File: config.mk
export PLATFORM = sky130hd
export DESIGN_NAME = iterative_divider_64_32
export DESIGN_NICKNAME = d
export VERILOG_FILES = /design/src/rtl/iterative_divider_64_32.sv
export SDC_FILE = /design/constraint.sdc
export NUM_CORES = 1
export LEC_CHECK = 0
export ABC_AREA = 1
export CAP_MARGIN = 20
export CORE_MARGIN = 4
export CORE_UTILIZATION = 56
export DETAILED_ROUTE_END_ITERATION = 7
export PLACE_DENSITY = 0.82
export SLEW_MARGIN = 0
export SYNTH_ARGS = -nofsm -noshare
export SYNTH_HDL_FRONTEND = slang
export SYNTH_SLANG_ARGS = --single-unit
File: constraint.sdc
create_clock -name clk -period 2.66 [get_ports clk]
set_input_delay 0.532 -clock clk [delete_from_list [all_inputs] [get_ports clk]]
set_output_delay 0.532 -clock clk [all_outputs]
set_load 0.005 [all_outputs]
File: src/rtl/iterative_divider_64_32.sv
// Restoring divider: 2N-bit dividend / N-bit divisor -> N-bit quotient, remainder.
// Ports: clk, rst (async low), start, dividend, divisor -> quotient, remainder, busy, done, div_by_zero, overflow.
module iterative_divider_64_32 #(
  parameter int N = 32
) (
  input  logic           clk,
  input  logic           rst,
  input  logic           start,
  input  logic [2*N-1:0] dividend,
  input  logic [N-1:0]   divisor,
  output logic [N-1:0]   quotient,
  output logic [N-1:0]   remainder,
  output logic           busy,
  output logic           done,
  output logic           div_by_zero,
  output logic           overflow
);

  localparam int CW = $clog2(N + 1);

  typedef enum logic [1:0] {
    S_IDLE,
    S_RUN,
    S_DONE
  } state_t;

  state_t          r_state;
  logic [N-1:0]    r_div;
  // Partial remainder stays below the divisor between steps, so its
  // (N+1)th bit is always zero and only the shifted trial value needs it.
  logic [N-1:0]    r_rem;
  logic [N-1:0]    r_q;
  logic [CW-1:0]   r_cnt;

  logic [N:0]      w_rt;
  logic            w_ge;
  logic [N-1:0]    w_sub;

  assign w_rt  = {r_rem, r_q[N-1]};
  assign w_ge  = w_rt >= {1'b0, r_div};
  // Difference is below the divisor, so the low N bits are exact.
  assign w_sub = w_rt[N-1:0] - r_div;

  always_ff @(posedge clk or negedge rst) begin
    if (!rst) begin
      r_state     <= S_IDLE;
      r_div       <= '0;
      r_rem       <= '0;
      r_q         <= '0;
      r_cnt       <= '0;
      quotient    <= '0;
      remainder   <= '0;
      busy        <= 1'b0;
      done        <= 1'b0;
      div_by_zero <= 1'b0;
      overflow    <= 1'b0;
    end else begin
      unique case (r_state)
        S_IDLE: begin
          done <= 1'b0;
          if (start) begin
            r_div       <= divisor;
            r_rem       <= dividend[2*N-1:N];
            r_q         <= dividend[N-1:0];
            r_cnt       <= '0;
            div_by_zero <= 1'b0;
            overflow    <= 1'b0;
            if (divisor == '0) begin
              div_by_zero <= 1'b1;
              r_state     <= S_DONE;
            end else if (dividend[2*N-1:N] >= divisor) begin
              overflow <= 1'b1;
              r_state  <= S_DONE;
            end else begin
              busy    <= 1'b1;
              r_state <= S_RUN;
            end
          end
        end
        S_RUN: begin
          r_rem <= w_ge ? w_sub : w_rt[N-1:0];
          r_q   <= {r_q[N-2:0], w_ge};
          r_cnt <= r_cnt + 1'b1;
          if (r_cnt == CW'(N - 1)) begin
            r_state <= S_DONE;
          end
        end
        S_DONE: begin
          done <= 1'b1;
          busy <= 1'b0;
          if (div_by_zero || overflow) begin
            // Error path: Q still holds the untouched dividend low half.
            quotient  <= '1;
            remainder <= r_q;
          end else begin
            quotient  <= r_q;
            remainder <= r_rem;
          end
          r_state <= S_IDLE;
        end
        default: r_state <= S_IDLE;
      endcase
    end
  end

endmodule

==> results of run 1 <==
## state kept, by name (all words and copies together), names as in the netlist
| name | cells |
|---|---|
| r_state | 2 |
| done | 1 |
| remainder | 32 |
| busy | 1 |
| div_by_zero | 1 |
| overflow | 1 |
| r_cnt | 6 |
| r_q | 32 |
| quotient | 32 |
| r_rem | 32 |
| r_div | 32 |
## routing by layer
metal	GRT usage [%]	vias up	wire length (um)
met4	10.7	0	1040
li1	-	5480	-
met2	52.3	445	17100
met1	43.2	5340	15300
met5	0	-	0
met3	7.74	69	2930
## logic make-up after synthesis
kind of cell    after synthesis  share of synthesized area, %
compound gates              289                          13.7
flops                       172                          38.0
xor+xnor                     17                          1.31
fa+ha+maj                    66                          7.35
buf+inv                     339                          11.9
simple gates                732                          27.8
## worst register-to-register path, delay by kind of cell, from the launching register on
| family | cells | cell delay, ns |
|---|---|---|
| adder cells (fa/ha/maj) | 1 | 0.40 |
| flip-flops | 1 | 0.43 |
| buffers and inverters | 2 | 0.25 |
| AND/OR/NAND/NOR | 11 | 1.33 |
## cell type report
class / instances / area (um^2)
clock inverter: 14 / 165
tap: 265 / 332
inverter: 275 / 1030
fill: 1707 / 5640
clock buffer: 18 / 439
sequential: 172 / 4300
timing repair buffer: 204 / 1990
multi-input combinational: 1104 / 5750
## power by group through the flow
stage	sequential, mW	clock, mW	combinational, mW
5_1_grt	3.40	2.72	6.72
3_5_place_dp	3.38	0	5.68
6_report	3.37	2.59	5.90
4_1_cts	3.34	2.61	5.73
2_1_floorplan	3.22	0	4.13
3_3_place_gp	3.37	0	5.57
## timing repair
item                                   4_1_cts  5_1_grt
setup endpoints to repair                    0       27
setup buffers                                0        3
gates resized for setup                      0        7
endpoints found under the hold margin        0        0
## stage by stage
step	setup slack, ns	instance area [um^2]	util (%)
floorplan	0.665	11300	-
global placement	0.128	13300	67.8
detailed placement	0.0133	13300	67.8
CTS	0.149	13900	70.8
global route	0.00894	14000	71.3
finish	0.190	14000	71.3
## path summary, 6_finish.rpt
kind	from	to	slack, ns	cells after the start
max	r_rem[20]	r_rem[18]	0.19	14
min	rst	r_div[12]	0.07	1
max reg2reg	r_rem[20]	r_rem[18]	0.19	14
min reg2reg	remainder[17]	remainder[17]	0.48	2
max in group asynchronous	rst	remainder[24]	1.85	2
min in group clk	remainder[17]	remainder[17]	0.48	2
## synth_stat cells, drive strengths merged
cell / number
nand2: 412
inv: 275
dfrtp: 172
o21ai: 152
nor2: 134
nand3: 100
a21oi: 93
ha: 65
clkbuf: 43
nand4: 42
o211ai: 33
or2: 28
buf: 21
xor2: 15
nor3: 6
nand3b: 4
nor4: 4
a21boi: 3
o21bai: 3
o22ai: 3
and2: 2
xnor2: 2
a22o: 1
fa: 1
o31ai: 1
==> results.py, run 1 <==
metrics = {
    "floorplanning": {
        "core_mm2": 0.0197,
        "rows": 51,
        "start_util_pct": 57.7,
        "ioPinCount": 167,
        "die_h_um": 150,
        "die-area_mm2": 0.0226,
        "die_w_um": 150,
    },
    "place": {
        "port-buffer-count": 166,
        "hpwl_um": 27600,
        "place_inst": 2016,
        "gp_congestion": 0.987,
    },
    "clock_tree": {
        "numCtsBuffers": 17,
        "postCtsHoldBufs": 0,
        "clk_pin_slew_ns": 0.09,
        "cts_htree_levels": 4,
        "clock_latency_ns": 0.45,
        "tritoncts": "yes",
        "cts.sinks": 172,
        "root_buffer": "clkbuf_16",
        "clock_path_buffers": 2,
    },
    "power_and_ir_drop": {
        "power.leakage_nw": 7.19,
        "p_sw_share_pct": 45.6,
        "p_per_area_mw_per_mm2": 846,
        "fin_total_pwr_mw": 11.9,
        "switchingPower_mw": 5.41,
        "intPower_mw": 6.45,
        "comb_power_share_pct": 49.8,
        "pwr-share-seq_pct": 28.4,
        "peakVddDrop_v": 0.000522,
        "clockPowerShare_pct": 21.8,
    },
    "synth": {
        "yosysWarnings": 0,
        "synth_seq_area_share_pct": 38.0,
        "netlist.area_leader.share_pct": 38.0,
        "ys_seq_elements": 172,
        "synth_nets": 1780,
        "netlist_area_mm2": 0.0113,
        "synth.distinct_cells": 36,
        "synth_top_cell_by_area": "dfrtp_1",
        "synth_area_per_cell_um2": 7.02,
        "synthCells": 1615,
        "synth.area.top_cells": "dfrtp_1 38%, nand2_1 13%, inv_1 8.9%, ha_1 7.2%, o21ai_0 6.7%",
    },
    "critical_path": {
        "cpLargestDelayFamily": "simple AND/OR/NAND/NOR gates",
        "critPathSlowestCell": "dfrtp_1",
        "critical_path.cell_chain": "ha_1, nand2_1, nor2_2, nand2_1, nor2_2, nand3_1, nand3_1, nor2_2, nand2_4, buf_4, nand3_1, nand3_1, nand2_1, inv_1",
        "arrival_ns": 2.85,
        "slowest_delay_ns": 0.43,
        "endpoint_kind": "register",
        "crit_top_cell": "nand3_1",
        "critPathKind": "reg2reg",
        "path_buf_inv": 2,
        "cp_max_fo": 11,
        "required_ns": 3.04,
        "cp-start-kind": "register",
    },
    "sta": {
        "clock.fmax_mhz": 405,
        "holdWs_ns": 0.0749,
        "fin_setup_tns_ns": 0,
        "final_hold_viol_count": 0,
        "tightest_slew_ns": 0.666,
        "setup_violations": 0,
        "skew_ns": 0.0163,
        "maxSlewViolCount": 0,
        "rsz0062_at_grt": "false",
        "final.period_utilization_pct": 92.8,
        "finalCriticalPeriod_ns": 2.47,
        "maxSlewHeadroom_pct": 55.6,
    },
    "layout": {
        "final_cell_mix": "405 x nand2_1, 269 x inv_1, 172 x dfrtp_1",
        "drive_gt1_share_pct": 7.05,
        "antennaDiodeCount": 0,
        "num-nets-final": 1939,
        "layout.cells.most_common": "nand2_1",
        "area_growth_pct": 23.6,
        "finalNonFillerCells": 2052,
    },
    "global_routing": {
        "grt_pass1_vias": 11100,
        "overflow": 0,
        "grt_max_degree": 124,
        "grt_usage_pct": 32.4,
        "grt_pass1_wl_um": 57500,
        "antenna_found_initial": 0,
    },
    "flow_run": {
        "drv_cap": 0,
    },
    "hold_path": {
        "hold_path_class": "in2async",
    },
    "run_status": {
        "status": "finished, final reports clean",
    },
    "detailed_routing": {
        "wl_um": 36300,
        "drtAntennaViolNets": 0,
        "vias": 11300,
        "via_per_inst": 5.52,
        "drc": 0,
        "first_pass_iters": 6,
        "drtIter0Drc": 1031,
        "wl_per_cell_um": 17.7,
    },
}
Note: power is estimated with default switching activity, not from simulation.
==> inputs of run 2 (changes only) <==
Settings changed: SLEW_MARGIN 0 to 20.
==> results.py, run 2 (synthesis gave the netlist of run 1 again) <==
metrics = {
    "critical_path": {
        "slowest_delay_ns": 0.46,
        "cp_max_fo": 11,
        "path_buf_inv": 3,
        "critPathSlowestCell": "dfrtp_1",
        "critical_path.cell_chain": "ha_1, nand2_1, nor2_1, inv_1, nor4_4, nand2_2, nand2_4, buf_4, nand3_1, nand3_1, nand2_1, inv_1",
        "path_depth": 12,
        "rr_worst_depth": 12,
        "endpoint_kind": "register",
        "cp-start-kind": "register",
        "arrival_ns": 2.85,
        "critPathKind": "reg2reg",
        "required_ns": 3.04,
        "cpLargestDelayFamily": "simple AND/OR/NAND/NOR gates",
    },
    "power_and_ir_drop": {
        "comb_power_share_pct": 49.7,
        "pwr-share-seq_pct": 28.5,
        "p_per_area_mw_per_mm2": 846,
        "p_sw_share_pct": 45.5,
        "peakVddDrop_v": 0.000523,
        "switchingPower_mw": 5.39,
        "clockPowerShare_pct": 21.8,
        "power.leakage_nw": 7.18,
        "fin_total_pwr_mw": 11.8,
        "intPower_mw": 6.45,
    },
    "floorplanning": {
        "ioPinCount": 167,
        "rows": 51,
        "die_h_um": 150,
        "die-area_mm2": 0.0226,
        "start_util_pct": 57.7,
        "core_mm2": 0.0197,
        "die_w_um": 150,
    },
    "layout": {
        "nFillCells": 1709,
        "num-nets-final": 1938,
        "finalNonFillerCells": 2051,
        "final_cell_mix": "405 x nand2_1, 268 x inv_1, 172 x dfrtp_1",
        "regArea_mm2": 0.00430,
        "layout.cells.most_common": "nand2_1",
        "design_area_mm2": 0.0140,
        "drive_gt1_share_pct": 7.00,
        "area_growth_pct": 23.5,
        "antennaDiodeCount": 0,
        "multi_input_comb_area_mm2": 0.00575,
    },
    "sta": {
        "holdWs_ns": 0.0742,
        "skew_ns": 0.0161,
        "final.period_utilization_pct": 92.7,
        "tightest_slew_ns": 0.976,
        "maxSlewHeadroom_pct": 34.5,
        "setup_violations": 0,
        "clock.fmax_mhz": 405,
        "fin_setup_tns_ns": 0,
        "rsz0062_at_grt": "false",
        "maxSlewViolCount": 0,
        "finalCriticalPeriod_ns": 2.47,
        "final_hold_viol_count": 0,
    },
    "clock_tree": {
        "cts_htree_levels": 4,
        "numCtsBuffers": 17,
        "clk_pin_slew_ns": 0.09,
        "clock_path_buffers": 2,
        "postCtsHoldBufs": 0,
        "tritoncts": "yes",
        "clock_latency_ns": 0.45,
        "root_buffer": "clkbuf_16",
        "cts.sinks": 172,
    },
    "run_status": {
        "status": "finished, final reports clean",
    },
    "global_routing": {
        "overflow": 0,
        "antenna_found_initial": 0,
        "grt_usage_pct": 32.4,
        "grt_pass1_vias": 11100,
        "grt_max_degree": 124,
        "grt_pass1_wl_um": 57500,
    },
    "place": {
        "port-buffer-count": 166,
        "place_inst": 2016,
        "gp_congestion": 0.987,
        "placed_area_mm2": 0.0133,
        "hpwl_um": 27600,
    },
    "detailed_routing": {
        "vias": 11300,
        "wl_per_cell_um": 17.6,
        "via_per_inst": 5.51,
        "first_pass_iters": 5,
        "drtAntennaViolNets": 0,
        "drtIter0Drc": 1073,
        "wl_um": 36200,
        "drc": 0,
    },
    "hold_path": {
        "hold_path_class": "in2async",
    },
    "flow_run": {
        "drv_cap": 0,
    },
}
[run 2: cell types whose count changed in the layout (fill, tap and decap cells not counted)]
cell      previous run  this run
clkinv_1             1         2
inv_1              269       268
buf_8                1         0
[run 2: repair_timing]
action,4_1_cts,5_1_grt
setup buffers,0,3
endpoints found under the setup margin,0,27
gates resized for setup,0,7
[run 2: cell type report]
cell class                      count  area share, %
Clock inverter                     14           1.18
Sequential cell                   172           30.7
Multi-Input combinational cell   1104           41.1
Inverter                          275           7.37
Tap cell                          265           2.37
Clock buffer                       18           3.14
Timing Repair Buffer              203           14.1
[run 2: per-stage QoR]
stage	utilization, %	worst slack (ns)
floorplan	-	0.665
global placement	67.8	0.128
detailed placement	67.8	0.0133
CTS	70.8	0.149
global route	71.2	0.00893
finish	71.2	0.193
[run 2: path summary, 6_finish.rpt]
path / startpoint / to / slack [ns]
hold reg to reg: remainder[17] / remainder[17] / 0.48
setup reg to reg: r_rem[18] / r_rem[18] / 0.19
min in group clk: remainder[17] / remainder[17] / 0.48
max in group asynchronous: rst / remainder[24] / 1.85
hold / removal: rst / r_div[12] / 0.07
setup / recovery: r_rem[18] / r_rem[18] / 0.19
[run 2: routing by layer]
layer  wire length, um  vias to the layer above  GRT usage (%)  share of wire [%]
met5                 0                        -              0                  0
met4              1060                        0           10.7                2.9
met3              2950                       69           7.74                8.1
met2             16900                      435           52.3                 47
met1             15200                     5319           43.2                 42
li1                  -                     5485              -                  -
[run 2: power groups by stage]
stage                     Sequential (mW)  Clock [mW]  Combinational [mW]
after global placement               3.37           0                5.57
after floorplan                      3.22           0                4.13
after CTS                            3.34        2.61                5.73
final                                3.37        2.58                5.88
after detailed placement             3.38           0                5.68
after global routing                 3.40        2.72                6.72
